===== src/rtl/spm_seq_mult.sv =====
// spm_seq_mult -- parametrised carry-save serial-parallel multiplier.
//
// The operands x and y are latched on an accepted start. The product
// P = x*y (mod 2^(2*WIDTH)) is then streamed LSB-first on p_bit/p_vld,
// one bit per clock. The FSM runs IDLE -> RUN -> DONE -> IDLE, and every
// output is registered.
//
// Build option: define SPM_PAR_OUT_EN to add the parallel product port p_par.
//
// Handshake:
//   A start is accepted only on a 0->1 transition of start seen while IDLE,
//   and only when abort is low at the same time.
//   busy is high from the edge after acceptance through the done cycle.
//   p_vld qualifies p_bit for exactly 2*WIDTH cycles.
//   done pulses for one cycle, immediately after the last valid bit.
//   abort in RUN or DONE returns the block to IDLE at the next edge
//   without producing a done pulse.

module spm_seq_mult #(
    parameter  int WIDTH = 8,
    localparam int CNT_W = $clog2(2*WIDTH+1)
) (
    input  logic               clk,
    input  logic               rst,
    input  logic               start,
    input  logic               sgn,
    input  logic [WIDTH-1:0]   x,
    input  logic [WIDTH-1:0]   y,
    input  logic               abort,
    output logic               busy,
    output logic               p_bit,
    output logic               p_vld,
    output logic               done,
`ifdef SPM_PAR_OUT_EN
    output logic [2*WIDTH-1:0] p_par,
`endif
    output logic [1:0]         o_dbg_state
);

    // Product width: the chain has one carry-save cell per product bit.
    // Each cell's partial-product input is the sign- or zero-extended
    // multiplicand, so the top cell never needs a special correction term:
    // bits above 2*WIDTH never reach the output.
    localparam int PW = 2 * WIDTH;
    localparam logic [CNT_W-1:0] CNT_LAST = CNT_W'(PW);

    typedef enum logic [1:0] {
        S_IDLE = 2'd0,
        S_RUN  = 2'd1,
        S_DONE = 2'd2
    } state_t;

    state_t           r_state;
    state_t           w_state_nxt;

    logic             r_start_q;     // previous start level, for edge detection
    logic             w_start_rise;
    logic             w_accept;      // operands latched at this edge
    logic             w_emit;        // one product bit produced at this edge
    logic             w_finish;      // RUN -> DONE at this edge

    logic [CNT_W-1:0] r_cnt;         // product bits emitted so far
    logic [PW-1:0]    r_x;           // extended multiplicand
    logic [WIDTH-1:0] r_y;           // multiplier, consumed from bit 0
    logic             r_sgn;

    // Carry-save state.
    //   r_s holds the sum bits of cells 1..PW-1 from the previous cycle.
    //   Cell 0's sum is the emitted bit, so it is not stored.
    //   r_c holds each cell's own carry, which feeds back into that cell:
    //   the frame shifts right by one bit each cycle, so a carry that stays
    //   in place gains exactly the weight it should.
    logic [PW-2:0]    r_s;
    logic [PW-1:0]    r_c;

    logic [PW-1:0]    w_pp;          // partial product x_ext & y_bit
    logic [PW-1:0]    w_sin;         // sum bit arriving from the cell above
    logic [PW-1:0]    w_sum;
    logic [PW-1:0]    w_cry;
    logic             w_y_fill;      // bit shifted into the multiplier MSB

    logic             r_busy;
    logic             r_p_bit;
    logic             r_p_vld;
    logic             r_done;

`ifdef SPM_PAR_OUT_EN
    logic [PW-1:0]    r_par_sh;      // product assembled as bits are emitted
    logic [PW-1:0]    r_p_par;       // last completed product
`endif

    assign w_start_rise = start & ~r_start_q;

    // Carry-save cell array: one full adder per product bit position.
    assign w_pp  = r_x & {PW{r_y[0]}};
    assign w_sin = {1'b0, r_s};
    assign w_sum = w_pp ^ w_sin ^ r_c;
    assign w_cry = (w_pp & w_sin) | (w_pp & r_c) | (w_sin & r_c);

    // Signed operands keep replicating the multiplier sign bit;
    // unsigned operands shift in zeros.
    assign w_y_fill = r_sgn & r_y[WIDTH-1];

    // State register.
    always_ff @(posedge clk or negedge rst) begin
        if (!rst) begin
            r_state <= S_IDLE;
        end else begin
            r_state <= w_state_nxt;
        end
    end

    // Next-state logic, plus the per-edge actions that the datapath consumes.
    always_comb begin
        w_state_nxt = r_state;
        w_accept    = 1'b0;
        w_emit      = 1'b0;
        w_finish    = 1'b0;
        unique case (r_state)
            S_IDLE: begin
                // abort takes priority over a simultaneous start.
                if (w_start_rise && !abort) begin
                    w_state_nxt = S_RUN;
                    w_accept    = 1'b1;
                end
            end
            S_RUN: begin
                if (abort) begin
                    w_state_nxt = S_IDLE;
                end else if (r_cnt == CNT_LAST) begin
                    w_state_nxt = S_DONE;
                    w_finish    = 1'b1;
                end else begin
                    w_emit = 1'b1;
                end
            end
            S_DONE: begin
                w_state_nxt = S_IDLE;
            end
            default: begin
                w_state_nxt = S_IDLE;
            end
        endcase
    end

    // Start edge detector.
    always_ff @(posedge clk or negedge rst) begin
        if (!rst) begin
            r_start_q <= 1'b0;
        end else begin
            r_start_q <= start;
        end
    end

    // Bit counter.
    // Cleared on accept and advanced once per emitted bit.
    // It holds at 2*WIDTH through DONE and never wraps.
    always_ff @(posedge clk or negedge rst) begin
        if (!rst) begin
            r_cnt <= '0;
        end else if (w_accept) begin
            r_cnt <= '0;
        end else if (w_emit) begin
            r_cnt <= r_cnt + CNT_W'(1);
        end
    end

    // Operand registers.
    // Loaded only on accept; y is then shifted down one bit per emitted bit.
    always_ff @(posedge clk or negedge rst) begin
        if (!rst) begin
            r_x   <= '0;
            r_y   <= '0;
            r_sgn <= 1'b0;
        end else if (w_accept) begin
            r_x   <= {{WIDTH{sgn & x[WIDTH-1]}}, x};
            r_y   <= y;
            r_sgn <= sgn;
        end else if (w_emit) begin
            r_y   <= {w_y_fill, r_y[WIDTH-1:1]};
        end
    end

    // Carry-save accumulator.
    // Cleared on accept; advanced by one cell step per emitted bit.
    always_ff @(posedge clk or negedge rst) begin
        if (!rst) begin
            r_s <= '0;
            r_c <= '0;
        end else if (w_accept) begin
            r_s <= '0;
            r_c <= '0;
        end else if (w_emit) begin
            r_s <= w_sum[PW-1:1];
            r_c <= w_cry;
        end
    end

    // Registered handshake and serial outputs.
    always_ff @(posedge clk or negedge rst) begin
        if (!rst) begin
            r_busy  <= 1'b0;
            r_p_bit <= 1'b0;
            r_p_vld <= 1'b0;
            r_done  <= 1'b0;
        end else begin
            r_busy  <= (w_state_nxt != S_IDLE);
            r_p_vld <= w_emit;
            r_p_bit <= w_emit & w_sum[0];
            r_done  <= w_finish;
        end
    end

`ifdef SPM_PAR_OUT_EN
    // Parallel product.
    // Bits are shifted in from the top as they are emitted, so after 2*WIDTH
    // bits the register holds P. The result is published only on a completed
    // operation; an aborted one leaves the previous value in place.
    always_ff @(posedge clk or negedge rst) begin
        if (!rst) begin
            r_par_sh <= '0;
            r_p_par  <= '0;
        end else begin
            if (w_accept) begin
                r_par_sh <= '0;
            end else if (w_emit) begin
                r_par_sh <= {w_sum[0], r_par_sh[PW-1:1]};
            end
            if (w_finish) begin
                r_p_par <= r_par_sh;
            end
        end
    end

    assign p_par = r_p_par;
`endif

    assign busy        = r_busy;
    assign p_bit       = r_p_bit;
    assign p_vld       = r_p_vld;
    assign done        = r_done;
    assign o_dbg_state = r_state;

endmodule


===== config.mk =====
export PLATFORM = sky130hd
export DESIGN_NAME = spm_seq_mult
export DESIGN_NICKNAME = d
export VERILOG_FILES = /design/src/rtl/spm_seq_mult.sv
export SDC_FILE = /design/constraint.sdc
export NUM_CORES = 1
export LEC_CHECK = 0
export ABC_CLOCK_PERIOD_IN_PS = 1810
export BUFFER_PORTS_ARGS = -buffer_cell sky130_fd_sc_hd__buf_2
export CAP_MARGIN = 15
export CORE_ASPECT_RATIO = 1.4
export CORE_MARGIN = 2
export CORE_UTILIZATION = 55
export CTS_CLUSTER_DIAMETER = 60
export CTS_CLUSTER_SIZE = 24
export DETAILED_ROUTE_END_ITERATION = 10
export PLACE_DENSITY = 0.75
export SETUP_SLACK_MARGIN = 0.05
export SLEW_MARGIN = 20
export SYNTH_ARGS = -nofsm -noshare
export SYNTH_HDL_FRONTEND = slang
export SYNTH_SLANG_ARGS = --single-unit

===== constraint.sdc =====
create_clock -name clk -period 1.81 [get_ports clk]
set_input_delay 0.181 -clock clk [delete_from_list [all_inputs] [get_ports clk]]
set_output_delay 0.181 -clock clk [all_outputs]
set_load 0.02 [all_outputs]

==> impl_metrics.ini, run 1 <==
[power_and_ir_drop]
peakVddDrop_v = 0.000602
power_leakage_nw = 1.63
cellPowerDensity_nw_per_um2 = 1050

[routing]
viasPerCell = 5.46
wl_mm = 4.66
drt_pass1_iterations = 4
remaining_drc_errors = 0
first_iter_violations = 139
detail_route.wl_per_cell_um = 14.5
route.vias.total = 1759
ant_nets = 0

[yosys]
synth.top_cells.by_area = dfrtp_1 56%, fa_1 11%, a22o_1 9.9%
netlist_instances = 217
ys_types = 27
syn-cell-area_um2 = 2740
avgSynthCellArea_um2 = 12.6
synth_top_area_cell = dfrtp_1
ys_warn_count = 0
synth_top_area_share_pct = 55.7
ys_seq_area_share_pct = 55.7
synth_fp_nets = 256
synth_seq_cells = 61

[setup_path]
crit_path_top_delay_cell = dfrtp_1
reg2reg_slack_ns = 0.15
crit_type = flip-flop to flip-flop
end_kind = flip-flop
cp_max_fo = 29
startpoint_type = flip-flop
max_stage_delay_ns = 0.40
path_cells = inv_1, ha_1, nand4bb_1, nand2_2, inv_4, buf_4, nand2_1, mux2i_1
required_ns = 2.02
critPathArrivalTime_ns = 1.87

[timing]
slew_headroom_pct = 66.1
rsz0062_at_grt = false
whs_ns = 0.0367
fmax_mhz = 602
finalSetupTns_ns = 0
worst_pin_slew_ns = 0.508
final.min_clock_period_ns = 1.66
finalHoldViolCount = 0
post-route-period-util_pct = 91.8
finalMaxSlewViolations = 0
setup_viol = 0
worst_clock_skew_ns = 0.00746

[placement]
gp_congestion = 0.737
place_area_um2 = 2910
dpl.hpwl_mm = 3.11
io_buffers = 26
dpl.cell_count = 304

[final_layout]
final_cell_mix = 61 x dfrtp_1, 43 x nand2_1, 31 x a22o_1
layout_commonest_cell = dfrtp_1
fin_util_pct = 64.8
drive_above_1_share_pct = 22.5
final_cells = 322
antennaDiodeCount = 0
final_area_um2 = 3140
area_growth_pct = 14.5
layout.nets = 292

[floorplanning]
placementRows = 30
start_util_pct = 56.6
pin_count = 27
die_area_um2 = 5570
dieHeight_um = 87.5
core-area_um2 = 4840
chipWidth_um = 63.6

[clock_tree]
cts.clk_slew.worst_paths_ns = 0.06
clockBufferDepth = 2
clk_latency_ns = 0.33
cts_sinks = 61
numCtsBuffers = 9
cts-root-buf = clkbuf_8
cts_tree = yes
cts.htree.levels = 3
post_cts_buffers = 0

[grt]
grt_pass1_vias = 1759
antenna_found_initial = 0
grt_usage_pct = 19.5
grt_max_degree = 41
grt_overflow_total = 0
grt_pass1_wl_mm = 8.03

[worst_hold_path]
hp-class = primary input to flip-flop

[run_status]
run_status = complete, no violations

[flow_run]
drv_cap = 0
-- worst max-delay path, delay by kind of cell, from the launching register on --
kind | cells | cell delay, ns
flip-flops | 1 | 0.40
adder cells (fa/ha/maj) | 1 | 0.19
AND/OR/NAND/NOR | 3 | 0.36
buffers and inverters | 3 | 0.47
multiplexers | 1 | 0.13
-- path summary, 6_finish.rpt --
check,depth (start not counted),from,endpoint
setup / recovery,8,r_cnt[0],r_cnt[2]
setup reg to reg,8,r_cnt[0],r_cnt[2]
hold reg to reg,2,r_x[4],r_x[4]
max in group asynchronous,3,rst,r_c[1]
hold / removal,3,x[5],r_x[5]
min in group asynchronous,2,rst,r_start_q
-- where the power goes --
group | switching, W | total, W | internal, W
Sequential | 0.000137 | 0.00168 | 0.00154
Clock | 0.000487 | 0.00113 | 0.000641
Combinational | 0.000250 | 0.000472 | 0.000222
Total | 0.000874 | 0.00328 | 0.00241
-- state kept, by name, summed over array words and instances, names as in the netlist --
name and cells:
p_bit 1, r_x 9, r_cnt 5, o_dbg_state 2, busy 1, r_start_q 1
r_sgn 1, r_y 8, r_c 16, p_vld 1, done 1, r_s 15
-- logic make-up after synthesis --
logic type / count (synthesis) / synth area share, %
simple gates: 74 / 13.3
flops: 61 / 55.7
compound gates: 45 / 13.2
buf+inv: 18 / 5.12
fa+ha+maj: 18 / 12.3
mux: 1 / 0.365
-- Yosys cell counts --
master	count
dfrtp_1	61
a22oi_1	6
buf_4	1
nand4_1	2
buf_12	2
fa_1	15
o21ai_0	5
inv_4	1
nand2_2	1
buf_2	3
a21oi_1	2
o2bb2ai_1	1
nor2_1	5
buf_6	4
nor2_8	1
and2_4	1
ha_1	3
nand3_1	10
inv_1	5
clkbuf_1	2
mux2i_1	1
and2_1	8
nand2_1	43
nand4bb_1	1
nor4_2	1
nor3b_2	1
a22o_1	31
-- through the flow --
step | total power, W | worst slack [ns]
2_1_floorplan | 0.00200 | 0.267
3_3_place_gp | 0.00214 | 0.190
3_5_place_dp | 0.00218 | 0.148
4_1_cts | 0.00333 | 0.128
5_1_grt | 0.00347 | 0.0556
6_report | 0.00328 | 0.148
-- layout make-up --
type / count / area (um2)
sequential: 61 / 1530
fill: 387 / 1710
clock buffer: 13 / 179
clock inverter: 3 / 17.5
inverter: 6 / 25.0
multi-input combinational: 138 / 1080
tap: 64 / 80.1
timing repair buffer: 37 / 230
-- repair_timing --
action                                  CTS  global route
hold endpoints to repair                 22             0
endpoints found under the setup margin    0             2
hold buffers                              2             0
gates resized for setup                   0             1
-- per-layer routing --
| layer | vias up | part of all wire [%] | track usage (%) | wire length [um] |
|---|---|---|---|---|
| met1 | 883 | 43 | 24.0 | 2020 |
| met5 | - | 0 | 0 | 0 |
| met4 | 0 | 2.4 | 11.3 | 114 |
| met3 | 9 | 3.5 | 5.56 | 164 |
| li1 | 823 | - | - | - |
| met2 | 44 | 51 | 30.8 | 2360 |
Power figures use the tool's default switching activity.
==> inputs of run 2 (changes only) <==
--- a/config.mk
+++ b/config.mk
@@ -14,6 +14,7 @@
 export CTS_CLUSTER_DIAMETER = 60
 export CTS_CLUSTER_SIZE = 24
 export DETAILED_ROUTE_END_ITERATION = 10
+export HOLD_SLACK_MARGIN = 0.06
 export PLACE_DENSITY = 0.75
 export SETUP_SLACK_MARGIN = 0.05
 export SLEW_MARGIN = 20
==> run 2 against run 1 <==
Clock power hardly changed. Wire length is 2.5% higher. Hold slack gained 0.038 ns. Count of clock-buffer cells in the layout stayed put.
==> impl_metrics.ini, run 2 (synthesized netlist as in run 1, its figures left out) <==
[floorplanning]
die_area_um2 = 5570
core-area_um2 = 4840
dieHeight_um = 87.5
chipWidth_um = 63.6
start_util_pct = 56.6
placementRows = 30
pin_count = 27

[final_layout]
drive_above_1_share_pct = 21.3
largestRegisters = r_c x16, r_s x15, r_x x9
layout_commonest_cell = dfrtp_1
antennaDiodeCount = 0
fin_util_pct = 67.6
area_growth_pct = 19.6
regMostFlops = r_c
largest_reg_flops = 16
layout.nets = 306
final_cell_mix = 61 x dfrtp_1, 43 x nand2_1, 31 x a22o_1
final_area_um2 = 3280

[power_and_ir_drop]
peakVddDrop_v = 0.000604
power_leakage_nw = 1.69
cellPowerDensity_nw_per_um2 = 1010
p_total_w = 0.00330

[placement]
place_area_um2 = 2910
io_buffers = 26
gp_congestion = 0.737
pre_cts_ws_ns = 0.148
dpl.hpwl_mm = 3.11

[routing]
ant_nets = 0
drt_pass1_iterations = 5
remaining_drc_errors = 0
first_iter_violations = 145
detail_route.wl_per_cell_um = 14.2
wl_mm = 4.77
route.vias.total = 1804
viasPerCell = 5.37

[timing]
worst_clock_skew_ns = 0.00727
finalMaxSlewViolations = 0
finalHoldViolCount = 0
fmax_mhz = 603
post-route-period-util_pct = 91.6
finalSetupTns_ns = 0
worst_slack_ns = 0.152
worst_pin_slew_ns = 0.509
slew_headroom_pct = 66.0
rsz0062_at_grt = false
final.min_clock_period_ns = 1.66
setup_viol = 0

[setup_path]
reg2reg_slack_ns = 0.15
end_kind = flip-flop
crit_type = flip-flop to flip-flop
startpoint_type = flip-flop
required_ns = 2.02
critPathArrivalTime_ns = 1.87
cp_max_fo = 29

[clock_tree]
numCtsBuffers = 9
post_cts_buffers = 0
cts-root-buf = clkbuf_8
cts_tree = yes
cts_sinks = 61
clk_latency_ns = 0.33
cts.htree.levels = 3
clockBufferDepth = 2
cts.clk_slew.worst_paths_ns = 0.06

[worst_hold_path]
hp-class = primary input to flip-flop

[grt]
grt_pass1_wl_mm = 8.27
grt_pass1_vias = 1832
grt_overflow_total = 0
grt_max_degree = 41
antenna_found_initial = 0
grt_usage_pct = 20.0

[run_status]
run_status = complete, no violations

[flow_run]
drv_cap = 0
## run 2: worst paths after layout
path                            startpoint         to  cells past startpoint
worst max-delay path              r_cnt[0]   r_cnt[2]                      8
worst min-delay path                  y[0]     r_y[0]                      3
worst max register to register    r_cnt[0]   r_cnt[2]                      8
worst min register to register      r_x[4]     r_x[4]                      2
max in group asynchronous              rst     r_c[1]                      3
min in group asynchronous              rst  r_start_q                      2
## run 2: final cells by class
| type | count | area (um2) |
|---|---|---|
| Tap cell | 64 | 80.1 |
| Sequential cell | 61 | 1530 |
| Multi-Input combinational cell | 138 | 1080 |
| Inverter | 6 | 25.0 |
| Timing Repair Buffer | 51 | 370 |
| Fill cell | 365 | 1570 |
| Clock buffer | 13 | 179 |
| Clock inverter | 3 | 17.5 |
## run 2: critical path: stages (launching register included)
cell	delay [ns]
dfrtp_1	0.40
inv_1	0.06
ha_1	0.19
nand4bb_1	0.15
nand2_2	0.10
inv_4	0.10
buf_4	0.31
nand2_1	0.11
mux2i_1	0.13
## run 2: routing by layer
layer  share of wire [%]  vias up  track usage, %
met5                   0        -               0
met4                 2.4        0            11.5
met3                 3.2       10            5.56
met2                  51       39            32.1
met1                  43      905            24.5
li1                    -      850               -
## run 2: power by group
group	switching, W	total [W]	internal, W
clock	0.000487	0.00113	0.000641
combinational	0.000254	0.000495	0.000241
sequential	0.000136	0.00168	0.00154
total	0.000877	0.00330	0.00243
## run 2: what timing repair did
action | in CTS | in global routing
gates resized for setup | 0 | 1
endpoints found under the hold margin | 36 | 0
endpoints found under the setup margin | 0 | 2
hold buffers | 16 | 0
## run 2: through the flow
step	hold slack (ns)	std cells
floorplan	-0.115	217
global placement	0.185	304
detailed placement	0.184	304
CTS	0.0604	336
global route	0.0728	336
finish	0.0743	336
==> inputs of run 3 (changes only) <==
--- a/config.mk
+++ b/config.mk
@@ -10,12 +10,12 @@
 export CAP_MARGIN = 15
 export CORE_ASPECT_RATIO = 1.4
 export CORE_MARGIN = 2
-export CORE_UTILIZATION = 55
+export CORE_UTILIZATION = 58
 export CTS_CLUSTER_DIAMETER = 60
 export CTS_CLUSTER_SIZE = 24
 export DETAILED_ROUTE_END_ITERATION = 10
 export HOLD_SLACK_MARGIN = 0.06
-export PLACE_DENSITY = 0.75
+export PLACE_DENSITY = 0.78
 export SETUP_SLACK_MARGIN = 0.05
 export SLEW_MARGIN = 20
 export SYNTH_ARGS = -nofsm -noshare
==> constraint.sdc (replaced) <==
create_clock -name clk -period 1.81 [get_ports clk]
set_input_delay 0.2715 -clock clk [delete_from_list [all_inputs] [get_ports clk]]
set_output_delay 0.2715 -clock clk [all_outputs]
set_load 0.02 [all_outputs]
==> run 3 against run 2 <==
Largest power group unchanged. Cell area down 2.3%. Sequential power about the same. Die area down 4.9%. Final cell count down 4.8%. Critical path depth down 3. Fmax down 0.51%. Largest cell class unchanged.
==> impl_metrics.ini, run 3 (synthesized netlist as in run 1, its figures left out) <==
[setup_path]
crit_type = flip-flop to flip-flop
critPathArrivalTime_ns = 1.89
cp_max_fo = 21
startpoint_type = flip-flop
reg2reg_slack_ns = 0.14
required_ns = 2.03
end_kind = flip-flop
rr_startpoint = o_dbg_state[1]
worstSetupStartpoint = o_dbg_state[1]

[grt]
grt_pass1_wl_mm = 8.34
grt_pass1_vias = 1814
grt_overflow_total = 0
grt_usage_pct = 21.7
antenna_found_initial = 0
grt_max_degree = 34

[power_and_ir_drop]
power_switching_w = 0.000919
peakVddDrop_v = 0.000625
power_leakage_nw = 1.65
intPower_w = 0.00268
cellPowerDensity_nw_per_um2 = 1130
switching_share_pct = 25.5
pwr-share-clk_pct = 39.8
combinationalPowerShare_pct = 13.7
pwr-share-seq_pct = 46.5

[timing]
fmax_mhz = 600
final.min_clock_period_ns = 1.67
worst_pin_slew_ns = 0.459
finalSetupTns_ns = 0
worst_clock_skew_ns = 0.00608
post-route-period-util_pct = 92.1
finalHoldViolCount = 0
finalMaxSlewViolations = 0
slew_headroom_pct = 69.4
setup_viol = 0
rsz0062_at_grt = false

[routing]
first_iter_violations = 109
drt_pass1_iterations = 4
route.vias.total = 1753
ant_nets = 0
wl_mm = 5.01
detail_route.wl_per_cell_um = 15.7
remaining_drc_errors = 0
viasPerCell = 5.48

[final_layout]
drive_above_1_share_pct = 21.7
final_cell_mix = 61 x dfrtp_1, 43 x nand2_1, 31 x a22o_1
final_area_um2 = 3200
regMostFlops = r_c
antennaDiodeCount = 0
area_growth_pct = 16.8
layout_commonest_cell = dfrtp_1
final.fill_count = 304
largestRegisters = r_c x16, r_s x15, r_x x9
layout.nets = 292
largest_reg_flops = 16

[floorplanning]
start_util_pct = 60.4
placementRows = 29
die_area_um2 = 5300
dieHeight_um = 85.3
chipWidth_um = 62.1
core-area_um2 = 4540
pin_count = 27

[clock_tree]
clk_latency_ns = 0.33
cts.htree.levels = 3
cts_resized = 0
cts.clk_slew.worst_paths_ns = 0.07
numCtsBuffers = 9
cts_tree = yes
clockBufferDepth = 2
cts_sinks = 61
cts-root-buf = clkbuf_8

[placement]
place_area_um2 = 2910
io_buffers = 26
gp_congestion = 0.798
dpl.hpwl_mm = 3.06

[worst_hold_path]
min-delay-start = x[3]
hp-class = primary input to flip-flop

[run_status]
run_status = complete, no violations

[flow_run]
drv_cap = 0
==> run 3: final timing paths <==
check	to	cells after the start
worst max-delay path	r_s[13]	5
worst min-delay path	r_x[3]	3
worst max register to register	r_s[13]	5
worst min register to register	r_x[3]	2
max in group asynchronous	r_s[12]	3
min in group asynchronous	r_cnt[4]	2
==> run 3: power by group through the flow <==
stage / Clock (W) / Combinational (W) / Sequential (W)
global route: 0.00154 / 0.000569 / 0.00170
floorplan: 0 / 0.000325 / 0.00168
finish: 0.00143 / 0.000494 / 0.00168
CTS: 0.00147 / 0.000487 / 0.00167
detailed placement: 0 / 0.000481 / 0.00169
global placement: 0 / 0.000454 / 0.00169
==> run 3: cell type report <==
| class | instances | area [um2] | share of cell area [%] |
|---|---|---|---|
| tap | 62 | 77.6 | 2.42 |
| inverter | 6 | 25.0 | 0.782 |
| clock inverter | 6 | 111 | 3.48 |
| clock buffer | 10 | 128 | 3.99 |
| multi-input combinational | 139 | 1080 | 33.9 |
| timing repair buffer | 36 | 248 | 7.74 |
| sequential | 61 | 1530 | 47.7 |
==> run 3: metrics by stage <==
step	hold slack, ns	utilization, %	std cells	total power (W)	setup slack [ns]
after detailed placement	0.246	64.1	300	0.00218	0.0965
after floorplan	-0.0241	-	217	0.00200	0.267
after global routing	0.137	70.5	320	0.00381	0.0570
after global placement	0.246	64.1	300	0.00214	0.168
after CTS	0.112	69.8	318	0.00363	0.0821
final	0.129	70.5	320	0.00360	0.143
==> run 3: worst max-delay path, cell delays in order, from the launching register on <==
cell and delay, ns:
dfrtp_1 0.44, nor4_2 0.33, and2_4 0.38, nor2_4 0.06, buf_12 0.15, a22o_1 0.18
==> run 3: what timing repair did <==
action                                  in CTS  in global routing
hold endpoints to repair                    19                  0
endpoints found under the setup margin       0                 33
hold buffers                                 2                  0
setup buffers                                0                  1
==> run 3: layer usage <==
layer	global-route usage (%)	part of all wire, %	up-vias
li1	-	-	821
met5	0	0	-
met2	32.3	50	44
met1	30.1	45	879
met4	8.51	1.8	0
met3	5.64	3.6	9
